[src/rtl/stopwatch_ctrl.sv]
// stopwatch_ctrl: button conditioning, run/pause/lap state machine and tick
// prescaler for the stopwatch counter. Every output is driven from a flop.
// Optional lap feature: define STOPWATCH_LAP_EN to build the LAP state; without
// it lap_hold is tied low and clear is ignored while running.
module stopwatch_ctrl #(
    parameter int DEBOUNCE_CYCLES = 16,
    parameter int TICK_DIV        = 4
) (
    input  logic clk,
    input  logic reset,
    input  logic btn_start,
    input  logic btn_clear,
    output logic run,
    output logic stop,
    output logic clr,
    output logic tick,
    output logic lap_hold
);

    localparam int              DB_W   = $clog2(DEBOUNCE_CYCLES);
    localparam logic [DB_W-1:0] DB_MAX = DB_W'(DEBOUNCE_CYCLES - 1);
    localparam int              PS_W   = (TICK_DIV > 1) ? $clog2(TICK_DIV) : 1;
    localparam logic [PS_W-1:0] PS_MAX = PS_W'(TICK_DIV - 1);

    typedef enum logic [1:0] {
        IDLE  = 2'd0,
        RUN   = 2'd1,
        PAUSE = 2'd2
`ifdef STOPWATCH_LAP_EN
        ,
        LAP   = 2'd3
`endif
    } state_t;

    // Button lanes: bit 0 is start/stop, bit 1 is clear/lap.
    logic [1:0]      btn_raw;
    logic [1:0]      sync1;
    logic [1:0]      sync2;
    logic [1:0]      db_level;
    logic [1:0]      db_prev;
    logic [1:0]      press;
    logic [DB_W-1:0] db_cnt [2];

    logic            start_ev;
    logic            clear_ev;

    state_t          state;
    state_t          state_next;
    logic            run_next;
    logic            clr_next;
    logic [PS_W-1:0] ps;
    logic            ps_wrap;

    assign btn_raw = {btn_clear, btn_start};

    // Synchronise, debounce and edge-detect both buttons.
    // NOTE: sequential state uses <= so every flop samples pre-edge values.
    always_ff @(posedge clk or posedge reset) begin
        if (reset) begin
            sync1    <= '0;
            sync2    <= '0;
            db_level <= '0;
            db_prev  <= '0;
            press    <= '0;
            // NOTE: the counter array is a handful of flops, so it is reset like any other register.
            for (int i = 0; i < 2; i++) begin
                db_cnt[i] <= '0;
            end
        end else begin
            sync1   <= btn_raw;
            sync2   <= sync1;
            db_prev <= db_level;
            press   <= db_level & ~db_prev;
            for (int i = 0; i < 2; i++) begin
                if (sync2[i] == db_level[i]) begin
                    db_cnt[i] <= '0;
                end else if (db_cnt[i] == DB_MAX) begin
                    db_level[i] <= sync2[i];
                    db_cnt[i]   <= '0;
                end else begin
                    db_cnt[i] <= db_cnt[i] + 1'b1;
                end
            end
        end
    end

    // Start has priority: a clear arriving in the same cycle is dropped.
    assign start_ev = press[0];
    assign clear_ev = press[1] & ~press[0];

    // Next-state decode and the clear request for the counter.
    // NOTE: every output of this block is defaulted first so no latch is inferred.
    always_comb begin
        state_next = state;
        clr_next   = 1'b0;
        case (state)
            IDLE: begin
                if (start_ev) begin
                    state_next = RUN;
                end else if (clear_ev) begin
                    clr_next = 1'b1;
                end
            end
            RUN: begin
                if (start_ev) begin
                    state_next = PAUSE;
`ifdef STOPWATCH_LAP_EN
                end else if (clear_ev) begin
                    state_next = LAP;
`endif
                end
            end
            PAUSE: begin
                if (start_ev) begin
                    state_next = RUN;
                end else if (clear_ev) begin
                    clr_next   = 1'b1;
                    state_next = IDLE;
                end
            end
`ifdef STOPWATCH_LAP_EN
            LAP: begin
                if (start_ev) begin
                    state_next = PAUSE;
                end else if (clear_ev) begin
                    state_next = RUN;
                end
            end
`endif
            default: state_next = IDLE;
        endcase
`ifdef STOPWATCH_LAP_EN
        run_next = (state_next == RUN) || (state_next == LAP);
`else
        run_next = (state_next == RUN);
`endif
    end

    // State register plus registered run/clr/lap_hold taken from the next state.
    always_ff @(posedge clk or posedge reset) begin
        if (reset) begin
            state <= IDLE;
            run   <= 1'b0;
            clr   <= 1'b0;
`ifdef STOPWATCH_LAP_EN
            lap_hold <= 1'b0;
`endif
        end else begin
            state <= state_next;
            run   <= run_next;
            clr   <= clr_next;
`ifdef STOPWATCH_LAP_EN
            lap_hold <= (state_next == LAP);
`endif
        end
    end

`ifndef STOPWATCH_LAP_EN
    assign lap_hold = 1'b0;
`endif

    assign ps_wrap = run && (ps == PS_MAX);

    // Prescaler: advances only while running, holds through pause, and is
    // zeroed together with the clr pulse; tick/stop flag each wrap.
    always_ff @(posedge clk or posedge reset) begin
        if (reset) begin
            ps   <= '0;
            tick <= 1'b0;
            stop <= 1'b1;
        end else begin
            tick <= ps_wrap;
            stop <= ~ps_wrap;
            if (clr_next) begin
                ps <= '0;
            end else if (run) begin
                ps <= (ps == PS_MAX) ? '0 : ps + 1'b1;
            end
        end
    end

endmodule

[config.mk]
export PLATFORM = sky130hd
export DESIGN_NAME = stopwatch_ctrl
export DESIGN_NICKNAME = d
export VERILOG_FILES = /design/src/rtl/stopwatch_ctrl.sv
export SDC_FILE = /design/constraint.sdc
export NUM_CORES = 1
export LEC_CHECK = 0
export CORE_ASPECT_RATIO = 0.8
export CORE_UTILIZATION = 45
export DETAILED_ROUTE_END_ITERATION = 8
export GPL_ROUTABILITY_DRIVEN = 0
export PLACE_DENSITY = 0.76
export SLEW_MARGIN = 20
export SYNTH_ARGS = -nofsm -noshare
export SYNTH_HDL_FRONTEND = slang
export SYNTH_SLANG_ARGS = --single-unit
[constraint.sdc]
create_clock -name clk -period 1.51 [get_ports clk]
set_input_delay 0.302 -clock clk [delete_from_list [all_inputs] [get_ports clk]]
set_output_delay 0.302 -clock clk [all_outputs]
set_load 0.01 [all_outputs]
==> summary.md, run 1 <==
| Metric | Value |
|---|---|
| Worst Path Max Fanout | 1 |
| Req. time, crit path | 1210 ps |
| Synth area leaders | dfrtp_1 (65%), mux2i_1 (4.2%), ha_1 (3.9%) |
| Number of enable flip-flop cells after synthesis | 0 |
| Clock buffer count from CTS | 3 |
| Worst-path cell with the longest stage delay | dfstp_2 |
| Seq cells post-synth | 26 |
| DIE HEIGHT | 43.39 um |
| Hold Crit Class | in2async |
| Synth top area share | 64.94% |
| Post-synth top cells | dfrtp_1 (25), nor2_1 (5) |
| Worst-path cell chain | dlygate4sd2_1 |
| GRT overflow | 0 |
| Setup Crit Path Kind | reg2out |
| WL/cell | 11.51 um |
| Worst R2R End | db_level[1]$_DFFE_PP0P_ |
| Die area | 2331 um^2 |
| Longest Clk Path Bufs | 2 |
| Crit-path max cell delay | 530 ps |
| DR iter-0 viols | 1 |
| Distinct cells, synth | 22 |
| I/O Buffers | 7 |
| Post-synthesis cell area | 963.4 um^2 |
| DP Wirelength | 922.6 um |
| Core area | 1944 um^2 |
| Unrepaired setup endpoints after global routing | no |
| Post-synthesis async set-or-reset flop share | 100.0% |
| Final setup vio count | 0 |
| Die W | 53.73 um |
| Setup crit end kind | output pin |
| Post-route setup TNS | 0 ps |
| Top-count cell post-synth | dfrtp_1 |
| Finished Cell Area | 1117 um^2 |
| GRT Util Overall | 13.66% |
| Vias per inst | 5.121 |
| Clock transition at the registers of the reported paths | 130 ps |
| Fmax | 714.2 MHz |
| Fillers | 159 |
| Period minus WS final | 1400 ps |
| Worst Path Arrival | 1100 ps |
| H-tree depth | 1 |
| Initial Utilization | 49.55% |
| N_diodes | 0 |
| Pin count of the biggest net entering global routing | 15 |
| Worst Setup SP | stop$_DFF_PP1_ |
| Power density cells | 1038 nW/um^2 |
| Worst R2R Path Depth | 3 |
| Syn_nets | 77 |
| Status | finished, final reports clean |
| # DRC | 0 |
| P_leak | 0.5882 nW |
| Clk Tree Root Cell | clkbuf_4 |
| Final Hold Vio Count | 0 |
| Post-placement cell area | 1071 um^2 |
| Max-cap violations | 0 |
| Initial antenna violation count | 0 |
| TritonCTS clock tree | done |
| Slew Viols, Final | 0 |
| First-pass GRT wire length | 2152 um |
| RR Startpoint | db_cnt[0]$_DFF_PP0_ |
| WP buf/inv | 1 |
| Via count | 548 |
| Tcrit/Tclk final | 92.72% |
| Register area share after synthesis | 67.66% |
| Fin nets | 91 |
| Levels on crit path | 1 |
| Clk_lat worst skew | 310 ps |
| CP endpoint | stop |
| CP delay by family, top | flip-flops |
| Yosys top cell by area | dfrtp_1 |
| Worst reg-to-reg setup slack | 240 ps |
| IO Pins | 9 |
| CTS Sinks | 26 |
| Vias in the first global route | 494 |
| Top FF cell, synth | dfrtp_1 |
| Wirelength, routed | 1232 um |
| Share of cells above drive strength 1 | 12.05% |
| DR pass1 iterations | 4 |
| Crit start category | flop |
| Synthesis-to-finish area growth | 15.97% |
| Skew final | 11.82 ps |
| Cell row count | 14 |
| YS warnings | 0 |
| DRT antenna net count | 0 |
| Peak VDD IR | 0.8496 mV |
| Post-Syn Instances | 70 |
| Avg Inst Size Synth | 13.76 um^2 |
-- per-stage QoR --
step,setup WS (ps),power [mW],cells,utilization (%),hold slack (ps)
after floorplan,350.6,0.8115,70,-,331.2
after global placement,196.1,0.8327,102,55.08,334.2
after detailed placement,199.6,0.8419,102,55.08,341.8
after CTS,10.07,1.181,107,57.21,211.2
after global routing,28.49,1.231,107,57.46,200.3
final,109.9,1.160,107,57.46,198.4
-- repair_timing --
action / CTS / global route
setup endpoints to repair: 2 / 2
hold buffers: 0 / 0
buffers inserted: 1 / 0
gates resized for setup: 2 / 2
-- layout by cell type, fill, tap and decap left out, drive strengths merged, types with 2 or more instances in the layout --
| master | n |
|---|---|
| nor3b | 2 |
| a311oi | 2 |
| xnor2 | 4 |
| clkbuf | 4 |
| nand3 | 2 |
| nor2 | 5 |
| a21oi | 2 |
| mux2 | 2 |
| ha | 3 |
| dfrtp | 25 |
| o21ai | 2 |
| buf | 3 |
| clkdlybuf4s50 | 3 |
| dlygate4sd2 | 2 |
| dlymetal6s2s | 2 |
| nor2b | 4 |
| mux2i | 4 |
| inv | 4 |
-- registers in the layout, summed over array words and instances (netlist names) --
name / count
sync2: 2
press: 2
db_level: 2
db_cnt: 8
ps: 2
db_prev: 2
run: 1
stop: 1
sync1: 2
clr: 1
state: 2
tick: 1
-- area by class of cell --
cell class,instances,area (um^2),share of cell area (%)
repair buffers,10,95.09,8.511
multi-input cells,39,289.0,25.87
clock buffers,4,36.28,3.247
well taps,24,30.03,2.688
flip-flops and latches,26,651.9,58.34
inverters,4,15.01,1.344
-- worst register-to-register path, cell delays in order, from the launching register on --
cell     delay, ps
dfrtp_1        450
ha_1           270
nand3_1        110
mux2_2         330
-- how the worst min path moves through the flow --
stage / from / endpoint / slack, ps / cells after the start
detailed placement: sync1[1]$_DFF_PP0_ / sync2[1]$_DFF_PP0_ / 340 / 0
finish: reset / tick$_DFF_PP0_ / 200 / 2
CTS: reset / state[0]$_DFF_PP0_ / 210 / 2
global route: reset / tick$_DFF_PP0_ / 200 / 2
floorplan: sync1[0]$_DFF_PP0_ / sync2[0]$_DFF_PP0_ / 330 / 0
global placement: sync1[1]$_DFF_PP0_ / sync2[1]$_DFF_PP0_ / 330 / 0
-- where the power goes --
| part | switching [mW] | internal [mW] |
|---|---|---|
| sequential | 0.0240 | 0.724 |
| combinational | 0.0394 | 0.0387 |
| clock | 0.187 | 0.147 |
-- metal layers --
layer	vias up	wire, um	track usage, %
met3	2	65	7.368
met5	-	0	0
met1	269	576	17.41
met2	11	576	20.49
li1	266	-	-
met4	0	13	3.158
-- cell families after synthesis --
group | Yosys count | share of synthesized area, %
AOI/OAI and AO/OA | 8 | 5.326
xor gates and xnor gates | 4 | 3.636
adders and majority gates | 3 | 3.897
buffers and inverters | 5 | 2.337
DFF | 26 | 67.66
muxes | 6 | 6.494
other | 1 | 0.3892
and+or+nand+nor | 17 | 10.26
Note: power is estimated with default switching activity, not from simulation.
==> run 2: changes to the inputs <==
- GPL_TIMING_DRIVEN: not set -> 0
==> run 2 against run 1 <==
Register-to-register slack gained 20 ps. Cell count decreased by 0.93%. Count of clock-buffer cells in the layout did not move. Wire length is 5.8% lower.
==> summary.md, run 2 (synthesis results as in run 1) <==
| Metric | Value |
|---|---|
| TritonCTS clock tree | done |
| Longest Clk Path Bufs | 2 |
| WP buf/inv | 1 |
| Vias in the first global route | 468 |
| N_diodes | 0 |
| Unrepaired setup endpoints after global routing | no |
| Share of cells above drive strength 1 | 10.98% |
| Fillers | 170 |
| P_leak | 0.5841 nW |
| Area occupied by multi-input gates | 289.0 um^2 |
| Initial Utilization | 49.55% |
| Top reg by flops | db_cnt |
| Least-Margin Pin Slew | 900.4 ps |
| Max-slew headroom | 39.91% |
| Die W | 53.73 um |
| DP Wirelength | 838.2 um |
| Final setup vio count | 0 |
| Tcrit/Tclk final | 92.43% |
| CTS Sinks | 26 |
| Register area | 651.9 um^2 |
| Req. time, crit path | 1210 ps |
| DIE HEIGHT | 43.39 um |
| Fin nets | 90 |
| Clock buffer count from CTS | 3 |
| First-pass GRT wire length | 2021 um |
| Clock transition at the registers of the reported paths | 120 ps |
| Crit start category | flop |
| Slew Viols, Final | 0 |
| NetSw | 250.0 uW |
| Worst-path cell chain | dlygate4sd2_1 |
| Setup crit end kind | output pin |
| Power density cells | 1043 nW/um^2 |
| Worst Path Arrival | 1090 ps |
| WL/cell | 10.95 um |
| Worst Path Max Fanout | 1 |
| DR WL met3 | 64 um |
| Max FFs per register | 8 |
| Max-cap violations | 0 |
| Post-route setup TNS | 0 ps |
| Commonest non-fill, non-tap cell in the layout | dfrtp_1 |
| Cell row count | 14 |
| H-tree depth | 1 |
| Setup Crit Path Kind | reg2out |
| Clk pwr share | 28.9% |
| Via count | 538 |
| DRT antenna net count | 0 |
| I/O Buffers | 7 |
| Clk_lat worst skew | 310 ps |
| GRT overflow | 0 |
| Most frequent cells in the layout | dfrtp_1 (25), nor2_1 (5) |
| Vias per inst | 5.075 |
| Metal1 wirelength | 548 um |
| Hold Crit Class | reg2reg |
| Worst-path cell with the longest stage delay | dfstp_2 |
| Post-layout util | 57.08% |
| Switching part of the total | 21.59% |
| Internal power | 908.0 uW |
| Sequential share of power | 64.6% |
| Clk Tree Root Cell | clkbuf_4 |
| GRT Util Overall | 13.19% |
| Core area | 1944 um^2 |
| Comb pwr share | 6.6% |
| Skew final | 1.264 ps |
| Power Total | 1.158 mW |
| Status | finished, final reports clean |
| Wirelength, routed | 1161 um |
| Crit-path max cell delay | 530 ps |
| Metal2 WL | 521 um |
| DR iter-0 viols | 5 |
| Synthesis-to-finish area growth | 15.19% |
| Die area | 2331 um^2 |
| CP delay by family, top | flip-flops |
| Fmax | 716.5 MHz |
| IO Pins | 9 |
| DR pass1 iterations | 3 |
| Final Hold Vio Count | 0 |
| Highest routed layer | met4 |
| Period minus WS final | 1396 ps |
| Peak VDD IR | 0.6926 mV |
| # DRC | 0 |
| Pin count of the biggest net entering global routing | 27 |
| Initial antenna violation count | 0 |
## run 2: power groups by stage
stage,logic (mW),clock network (mW),registers [mW]
after floorplan,0.0554,0,0.756
after global placement,0.0717,0,0.758
after detailed placement,0.0780,0,0.761
after CTS,0.0794,0.351,0.748
after global routing,0.0879,0.382,0.752
final,0.0762,0.334,0.748
## run 2: per-stage QoR
stage | cell area, um^2 | std cells | hold slack (ps) | setup slack [ps]
after floorplan | 963.4 | 70 | 331.2 | 350.6
after global placement | 1064 | 101 | 332.8 | 64.07
after detailed placement | 1064 | 101 | 336.4 | 43.25
after CTS | 1105 | 106 | 365.6 | 3.760
after global routing | 1110 | 106 | 382.3 | 32.69
final | 1110 | 106 | 364.7 | 114.3
## run 2: what timing repair did
item,4_1_cts,5_1_grt
endpoints found under the hold margin,0,0
buffers inserted,1,0
endpoints found under the setup margin,2,2
resized for setup,2,2
hold buffers,0,0
## run 2: final timing paths
path                                startpoint                      end  slack, ps  cells past startpoint
max                             stop$_DFF_PP1_                     stop        110                      1
max reg2reg                db_cnt[0]$_DFF_PP0_  db_level[1]$_DFFE_PP0P_        260                      3
min in group asynchronous                reset      db_cnt[6]$_DFF_PP0_        470                      2
min reg2reg                 sync1[1]$_DFF_PP0_       sync2[1]$_DFF_PP0_        360                      0
max in group asynchronous                reset  db_level[1]$_DFFE_PP0P_        500                      2
min                         sync1[1]$_DFF_PP0_       sync2[1]$_DFF_PP0_        360                      0
## run 2: per-layer routing
layer / global-route usage (%) / up-vias
met1: 16.67 / 263
li1: - / 260
met3: 6.316 / 4
met5: 0 / -
met2: 18.27 / 11
met4: 7.895 / 0
## run 2: final cells by class
class                           instances  share of cell area, %
Buffer                                  1                 0.6764
Tap cell                               24                  2.706
Clock buffer                            4                  3.269
Multi-Input combinational cell         39                  26.04
Timing Repair Buffer                    8                  7.215
Inverter                                4                  1.353
Sequential cell                        26                  58.74
==> run 3: changes to the inputs <==
- DONT_BUFFER_PORTS: not set -> 1
- PLACE_DENSITY: 0.76 -> 0.71
- REMOVE_ABC_BUFFERS: not set -> 1
==> run 3 against run 2 <==
Non-clock buffer count shrank 7. Global-route usage up 0.94 points. Flip-flop and latch count unchanged. Hold slack lost 300 ps. Clock power is essentially flat. Fmax rose by 12%. Largest power group unchanged.
==> summary.md, run 3 (synthesis results as in run 1) <==
| Metric | Value |
|---|---|
| Fmax | 800.8 MHz |
| Post-CTS setup buffer count | 0 |
| Fin nets | 83 |
| Synthesis-to-finish area growth | 8.182% |
| Longest Clk Path Bufs | 2 |
| GRT overflow | 0 |
| Core area | 1944 um^2 |
| Clk pwr share | 29.2% |
| Crit start category | flop |
| IO Pins | 9 |
| H-tree depth | 1 |
| N_diodes | 0 |
| Slew Viols, Final | 0 |
| Cell row count | 14 |
| Power density cells | 1106 nW/um^2 |
| DIE HEIGHT | 43.39 um |
| Clk Tree Root Cell | clkbuf_4 |
| Least-Margin Pin Slew | 922.9 ps |
| Clock transition at the registers of the reported paths | 130 ps |
| # DRC | 0 |
| Status | finished, final reports clean |
| I/O Buffers | 0 |
| Req. time, crit path | 1720 ps |
| DR iter-0 viols | 3 |
| Final setup vio count | 0 |
| Most frequent cells in the layout | dfrtp_1 (25), nor2_1 (5) |
| DR pass1 iterations | 4 |
| Switching part of the total | 21.73% |
| Worst slack, placed | 300.8 ps |
| Comb pwr share | 5.8% |
| Via count | 520 |
| Die area | 2331 um^2 |
| Vias per inst | 5.253 |
| Pin count of the biggest net entering global routing | 27 |
| Internal power | 902.0 uW |
| Tcrit/Tclk final | 82.70% |
| Skew final | 3.768 ps |
| NetSw | 250.5 uW |
| Wirelength, routed | 1236 um |
| WL/cell | 12.48 um |
| GRT Util Overall | 14.13% |
| Clock buffer count from CTS | 3 |
| Commonest non-fill, non-tap cell in the layout | dfrtp_1 |
| Setup crit end kind | flop |
| Final Worst Setup Slack | 261.2 ps |
| Worst Path Arrival | 1460 ps |
| Die W | 53.73 um |
| Setup Crit Path Kind | reg2reg |
| Resized cells post-CTS | 0 |
| Post-route setup TNS | 0 ps |
| Unrepaired setup endpoints after global routing | no |
| Power Total | 1.152 mW |
| Initial Utilization | 49.55% |
| Peak VDD IR | 1.059 mV |
| Share of cells above drive strength 1 | 9.333% |
| DRT antenna net count | 0 |
| Final Hold Vio Count | 0 |
| Vias in the first global route | 518 |
| Max FFs per register | 8 |
| Clk_lat worst skew | 310 ps |
| P_leak | 0.5150 nW |
| Hold Crit Class | in2async |
| Fillers | 161 |
| Max-cap violations | 0 |
| Max-slew headroom | 38.40% |
| Worst Path Max Fanout | 4 |
| Initial antenna violation count | 0 |
| CTS Sinks | 26 |
| Sequential share of power | 65.0% |
| First-pass GRT wire length | 2256 um |
| Top reg by flops | db_cnt |
| TritonCTS clock tree | done |
| DP Wirelength | 816.8 um |
| Period minus WS final | 1249 ps |
| Final hold slack | 63.87 ps |
| Post-layout util | 53.60% |
[run 3: changes by cell type in the layout (fill, tap and decap cells not counted)]
cell / delta
dlygate4sd3_1: +2
buf_4: -2
dlygate4sd2_1: -2
dlymetal6s2s_1: -2
clkdlybuf4s50_1: -3
[run 3: critical path, stage by stage, from the launching register on]
cell	delay, ps
dfrtp_1	440
ha_1	260
nand3_1	100
mux2_2	340
[run 3: final cells by class]
class / count / area (um^2) / area share, %
clock buffer: 4 / 36.28 / 3.481
inverter: 4 / 15.01 / 1.441
multi-input combinational: 39 / 289.0 / 27.73
sequential: 26 / 651.9 / 62.54
tap: 24 / 30.03 / 2.881
timing repair buffer: 2 / 20.02 / 1.921
[run 3: worst paths after layout]
| kind | slack, ps | depth (start not counted) | from | end |
|---|---|---|---|---|
| max | 260 | 3 | db_cnt[0]$_DFF_PP0_ | db_level[1]$_DFFE_PP0P_ |
| min | 60 | 1 | reset | tick$_DFF_PP0_ |
| max reg2reg | 260 | 3 | db_cnt[0]$_DFF_PP0_ | db_level[1]$_DFFE_PP0P_ |
| min reg2reg | 360 | 0 | sync1[0]$_DFF_PP0_ | sync2[0]$_DFF_PP0_ |
| max in group asynchronous | 890 | 1 | reset | db_cnt[2]$_DFF_PP0_ |
| min in group clk | 360 | 0 | sync1[0]$_DFF_PP0_ | sync2[0]$_DFF_PP0_ |
[run 3: power by group through the flow]
stage | clock network (mW) | registers (mW) | logic (mW)
floorplan | 0 | 0.756 | 0.0535
global placement | 0 | 0.759 | 0.0606
detailed placement | 0 | 0.761 | 0.0652
CTS | 0.355 | 0.749 | 0.0692
global route | 0.384 | 0.754 | 0.0786
finish | 0.337 | 0.749 | 0.0668
[run 3: what timing repair did]
item                                   4_1_cts  5_1_grt
hold buffers                                 2        0
setup endpoints to repair                    0        0
endpoints found under the hold margin        2        0
[run 3: through the flow]
step / cells / area (um^2)
2_1_floorplan: 69 / 955.9
3_3_place_gp: 93 / 985.9
3_5_place_dp: 93 / 985.9
4_1_cts: 99 / 1042
5_1_grt: 99 / 1042
6_report: 99 / 1042
[run 3: metal layers]
metal  up-vias  global-route usage (%)  routed length (um)
met2        18                   21.98                 601
met1       256                   16.78                 578
met3         0                   7.368                  57
met4         0                   4.737                   0
met5         -                       0                   0
li1        246                       -                   -
